--- config.mk ---
export PLATFORM = sky130hd
export DESIGN_NAME = bp_be_ptw_miss_arbiter
export DESIGN_NICKNAME = d
export VERILOG_FILES = /design/src/rtl/bp_be_ptw_miss_arbiter.sv
export SDC_FILE = /design/constraint.sdc
export NUM_CORES = 1
export LEC_CHECK = 0
export BUFFER_PORTS_ARGS = -buffer_cell sky130_fd_sc_hd__buf_2
export CORE_MARGIN = 5
export CORE_UTILIZATION = 39
export CTS_BUF_LIST = sky130_fd_sc_hd__clkbuf_8
export CTS_CLUSTER_DIAMETER = 40
export DETAILED_ROUTE_END_ITERATION = 16
export PLACE_DENSITY = 0.68
export SYNTH_ARGS = -nofsm -noshare
export SYNTH_HDL_FRONTEND = slang
export SYNTH_SLANG_ARGS = --single-unit
export TNS_END_PERCENT = 5
--- constraint.sdc ---
create_clock -name clk_i -period 1.8 [get_ports clk_i]
set_clock_uncertainty 0.2 [all_clocks]
set_input_delay 0.36 -clock clk_i [delete_from_list [all_inputs] [get_ports clk_i]]
set_output_delay 0.36 -clock clk_i [all_outputs]
set_load 0.01 [all_outputs]
--- src/rtl/bp_be_ptw_miss_arbiter.sv ---
// bp_be_ptw_miss_arbiter
//   Schedules ITLB and DTLB miss walks onto a single page-table walker.
//   Each side has a one-entry miss buffer. Walks are granted round-robin,
//   with only one walk in flight at a time. The fill or page fault is
//   routed back to the side that issued the walk.
//
// Ports
//   clk_i, reset_i          clock, synchronous active-high reset
//   flush_i                 drops buffered misses and abandons the current walk
//   instr_miss_v_i/vaddr_i  ITLB miss in; instr_ready_o = instruction buffer empty
//   data_miss_v_i/store_i/vaddr_i  DTLB miss in; data_ready_o = data buffer empty
//   walk_*                  walk request to the PTW (valid/ready handshake)
//   fill_v_i/fault_i/ptag_i walk completion from the PTW
//   itlb/dtlb_fill_v_o, fill_ptag_o   TLB write, one cycle
//   *_page_fault_v_o, fault_vaddr_o   page fault report, one cycle
//   busy_o                  a walk is active or a buffer is occupied
module bp_be_ptw_miss_arbiter #(
    parameter int vaddr_width_p = 39,
    parameter int ptag_width_p  = 28
) (
    input  logic                     clk_i,
    input  logic                     reset_i,
    input  logic                     flush_i,

    input  logic                     instr_miss_v_i,
    input  logic [vaddr_width_p-1:0] instr_vaddr_i,
    output logic                     instr_ready_o,

    input  logic                     data_miss_v_i,
    input  logic                     data_store_i,
    input  logic [vaddr_width_p-1:0] data_vaddr_i,
    output logic                     data_ready_o,

    output logic                     walk_v_o,
    input  logic                     walk_ready_i,
    output logic                     walk_instr_o,
    output logic                     walk_store_o,
    output logic [vaddr_width_p-1:0] walk_vaddr_o,

    input  logic                     fill_v_i,
    input  logic                     fill_fault_i,
    input  logic [ptag_width_p-1:0]  fill_ptag_i,

    output logic                     itlb_fill_v_o,
    output logic                     dtlb_fill_v_o,
    output logic [ptag_width_p-1:0]  fill_ptag_o,
    output logic                     instr_page_fault_v_o,
    output logic                     load_page_fault_v_o,
    output logic                     store_page_fault_v_o,
    output logic [vaddr_width_p-1:0] fault_vaddr_o,
    output logic                     busy_o
);

    typedef enum logic [1:0] {
        IDLE  = 2'd0,
        REQ   = 2'd1,
        WAIT  = 2'd2,
        DRAIN = 2'd3
    } state_e;

    state_e                   state_q;

    logic                     ibuf_v_q;
    logic [vaddr_width_p-1:0] ibuf_vaddr_q;
    logic                     dbuf_v_q;
    logic                     dbuf_store_q;
    logic [vaddr_width_p-1:0] dbuf_vaddr_q;

    // 0: instruction side has priority when both buffers are full, 1: data side
    logic                     rr_data_q;

    logic                     walk_instr_q;
    logic                     walk_store_q;
    logic [vaddr_width_p-1:0] walk_vaddr_q;

    logic sel_instr;
    logic walk_accept;
    logic resp_v;

    // Instruction wins if it is the only full buffer, or if both are full and
    // the pointer favours it.
    assign sel_instr   = ibuf_v_q & (~dbuf_v_q | ~rr_data_q);
    assign walk_accept = (state_q == REQ) & walk_ready_i;
    assign resp_v      = (state_q == WAIT) & fill_v_i;

    always_ff @(posedge clk_i) begin
        if (reset_i) begin
            state_q      <= IDLE;
            ibuf_v_q     <= 1'b0;
            ibuf_vaddr_q <= '0;
            dbuf_v_q     <= 1'b0;
            dbuf_store_q <= 1'b0;
            dbuf_vaddr_q <= '0;
            rr_data_q    <= 1'b0;
            walk_instr_q <= 1'b0;
            walk_store_q <= 1'b0;
            walk_vaddr_q <= '0;
        end else begin
            // Miss buffers. A buffer is freed only when its walk is accepted.
            // Ready is the registered empty flag, so a freed buffer cannot take
            // a new miss until the following cycle.
            if (flush_i) begin
                ibuf_v_q <= 1'b0;
                dbuf_v_q <= 1'b0;
            end else begin
                if (walk_accept & walk_instr_q) begin
                    ibuf_v_q <= 1'b0;
                end else if (instr_miss_v_i & ~ibuf_v_q) begin
                    ibuf_v_q     <= 1'b1;
                    ibuf_vaddr_q <= instr_vaddr_i;
                end
                if (walk_accept & ~walk_instr_q) begin
                    dbuf_v_q <= 1'b0;
                end else if (data_miss_v_i & ~dbuf_v_q) begin
                    dbuf_v_q     <= 1'b1;
                    dbuf_store_q <= data_store_i;
                    dbuf_vaddr_q <= data_vaddr_i;
                end
            end

            unique case (state_q)
                IDLE: begin
                    // A flush empties the buffers this cycle, so nothing to grant.
                    if (~flush_i & (ibuf_v_q | dbuf_v_q)) begin
                        walk_instr_q <= sel_instr;
                        walk_store_q <= sel_instr ? 1'b0 : dbuf_store_q;
                        walk_vaddr_q <= sel_instr ? ibuf_vaddr_q : dbuf_vaddr_q;
                        state_q      <= REQ;
                    end
                end
                REQ: begin
                    if (walk_ready_i) begin
                        rr_data_q <= walk_instr_q;
                        // Walk already handed to the PTW; a flush must still
                        // swallow its fill.
                        state_q   <= flush_i ? DRAIN : WAIT;
                    end else if (flush_i) begin
                        state_q   <= IDLE;
                    end
                end
                WAIT: begin
                    // A fill that coincides with a flush completes the walk;
                    // going to DRAIN would wait for a fill that never comes.
                    if (fill_v_i)     state_q <= IDLE;
                    else if (flush_i) state_q <= DRAIN;
                end
                DRAIN: begin
                    if (fill_v_i) state_q <= IDLE;
                end
                default: state_q <= IDLE;
            endcase
        end
    end

    assign instr_ready_o = ~ibuf_v_q;
    assign data_ready_o  = ~dbuf_v_q;

    assign walk_v_o     = (state_q == REQ);
    assign walk_instr_o = walk_instr_q;
    assign walk_store_o = walk_store_q;
    assign walk_vaddr_o = walk_vaddr_q;

    // Responses come straight from the fill pulse so the TLB write lands
    // in the same cycle the PTW completes.
    assign itlb_fill_v_o        = resp_v & ~fill_fault_i &  walk_instr_q;
    assign dtlb_fill_v_o        = resp_v & ~fill_fault_i & ~walk_instr_q;
    assign instr_page_fault_v_o = resp_v &  fill_fault_i &  walk_instr_q;
    assign load_page_fault_v_o  = resp_v &  fill_fault_i & ~walk_instr_q & ~walk_store_q;
    assign store_page_fault_v_o = resp_v &  fill_fault_i & ~walk_instr_q &  walk_store_q;
    assign fill_ptag_o          = fill_ptag_i;
    assign fault_vaddr_o        = walk_vaddr_q;

    assign busy_o = (state_q != IDLE) | ibuf_v_q | dbuf_v_q;

endmodule

==> metrics.cfg <==
[run_status]
status=finished, violations left
violations=negative setup slack

[final_layout]
diodes=0
nFillCells=1435
postLayoutCoreUtil_pct=53.3
ff_latch_area_mm2=0.00251
drive_above_1_share_pct=28.4
area_growth_pct=35.5
layout_common_cells=buf_2, nand2b_1, dfxtp_1
nets=983
layout_commonest_cell=buf_2
multiInputGateArea_mm2=0.00295

[setup_path]
worstSetupPathType=reg2out
cp.arrival_ps=1450
crit_required_ps=1240
worstPathMaxFanout=4
cp-start-kind=register
cp-end-kind=output port

[drt]
drc_errors=0
ant_nets=0
routedWlPerCell_um=14.8
wl_mm=16.2
drt_iter0_markers=242
num_vias=5189
first_pass_iters=4
vias_per_cell=4.73

[floorplan]
io_pins=232
start_util_pct=39.3
dieHeight_um=136
dieArea_mm2=0.0185
die_x_um=136
num_rows=46
fp.coreArea_mm2=0.0157

[logic_synthesis]
synth-simple-area-share_pct=23.5
synth_cells=686
synthXorXnorAreaFrac_pct=0.142
synth_top_family_by_area=simple AND/OR/NAND/NOR gates
synth_seq_area_share_pct=40.5
synthMuxAreaShare_pct=12.8
netlist_area_mm2=0.00618
syn_avg_cell_area_um2=9.01
synth_nets=801
synth_compound_area_share_pct=10.5
yosysUniqueCellTypes=34
yosysWarnings=0
synthAdderAreaFrac_pct=0
ys_ff_latch=125
yosys.area.top_type=dfxtp_1
synth_top_area_share_pct=40.5
synth_area_leaders=dfxtp_1, nand2b_1, mux2i_1, buf_4, a311oi_1

[global_routing]
grt_max_degree=58
overflow=0
grt_usage_pct=17.7
grt_pass1_vias=5161
grt_pass1_wl_mm=26.0
antenna_found_initial=0

[clock_network]
clock_latency_ps=440
clk_pin_slew_ps=80
cts_sinks=125
htreeDepth=4
root_buffer=clkbuf_8
clk_path_buf_depth=2
tritoncts=done
cts_inserted_buffers=17

[timing]
hold_viol=0
layout_setup_ws_ps=-208
rsz0062_at_grt=yes
fin_setup_tns_ps=-5710
finalMaxSlewViolations=0
slew-limit-headroom_pct=72.4
period_needed_ps=2010
finalSetupViolCount=85
max_slew.worst_pin.slew_ps=413
fmaxAchievable_ghz=0.498
whs_ps=75.6
min_period_over_period_pct=112

[worst_hold_path]
hold_class=in2reg

[placed_design]
io_buffer_count=175
dpl.hpwl_mm=10.3
routabilityCongestion=0.745

[job]
maxCapViolCount=0

[power_and_ir_drop]
p_leak_uw=0.00344
power_density_mw_per_mm2=876
vdd_drop_max_mv=0.583

[worst max-delay path: stages, from the launching register on]
cell	delay, ps
dfxtp_4	370
nor4bb_4	320
nor2b_2	190
buf_2	130
[final timing paths]
path	end	startpoint	depth (start not counted)	slack [ps]
worst max-delay path	dtlb_fill_v_o	state_q[0]	3	-210
worst min-delay path	dbuf_v_q	flush_i	2	80
worst max register to register	dbuf_vaddr_q[35]	state_q[0]	5	-110
worst min register to register	ibuf_vaddr_q[35]	ibuf_vaddr_q[35]	2	270
[Yosys cell counts, drive strengths merged]
library cell and number:
a2111oi 2, a21bo 1, a21boi 1, a21oi 43
a311oi 39, and3 3, and3b 2, and4bb 1
buf 84, clkbuf 37, dfxtp 125, inv 5
mux2i 79, nand2 81, nand2b 158, nand3 2
nand4 1, nor2 8, nor2b 2, nor3 1
nor4 1, nor4b 1, nor4bb 1, o211ai 1
o21ai 3, o21ba 1, o21bai 1, or2 1
xor2 1
[sequential cells by signal, indices dropped and copies added, names as in the netlist]
signal         count
ibuf_vaddr_q      39
ibuf_v_q           1
dbuf_store_q       1
state_q            2
dbuf_vaddr_q      39
fault_vaddr_o     39
dbuf_v_q           1
walk_instr_o       1
walk_store_o       1
rr_data_q          1
[where the power goes]
| part | switching, uW | total (uW) | internal [uW] |
|---|---|---|---|
| clock | 1120 | 3150 | 2030 |
| combinational | 544 | 1150 | 610 |
| sequential | 108 | 3040 | 2930 |
[cell type report]
class | count | share of cell area [%]
multi-input cells | 435 | 35.3
flip-flops and latches | 125 | 30.0
repair buffers | 284 | 25.1
well taps | 216 | 3.23
clock inverters | 12 | 2.87
inverters | 5 | 0.224
clock buffers | 20 | 3.29
[metal layers]
metal / vias to the layer above / part of all wire (%) / global-route usage, %
met4: 0 / 1.4 / 6.61
met5: - / 0 / 0
li1: 2595 / - / -
met2: 140 / 49 / 29.6
met1: 2431 / 45 / 22.2
met3: 23 / 5.3 / 4.40
[stage by stage]
step / std cells / power, uW / cell area (um2) / setup WS, ps
CTS: 1097 / 7410 / 8360 / -244
finish: 1097 / 7340 / 8370 / -208
global placement: 983 / 4100 / 7000 / -81.3
global route: 1097 / 7660 / 8370 / -348
floorplan: 686 / 3790 / 6180 / 58.5
detailed placement: 983 / 4110 / 7000 / -137
[cells by family (layout without fill, tap and decap cells)]
logic type,count (synthesis),count (layout)
AND/OR/NAND/NOR,263,263
buffers and inverters,126,321
flip-flops,125,125
AO/OA/AOI/OAI,92,92
multiplexers,79,79
XOR/XNOR,1,1
[what timing repair did]
item | in CTS | in global routing
setup buffers | 1 | 0
endpoints found under the hold margin | 81 | 0
resized for setup | 7 | 4
hold buffers | 81 | 0
pin swaps | 4 | 2
setup endpoints to repair | 47 | 87
(Power assumes the default switching activity.)
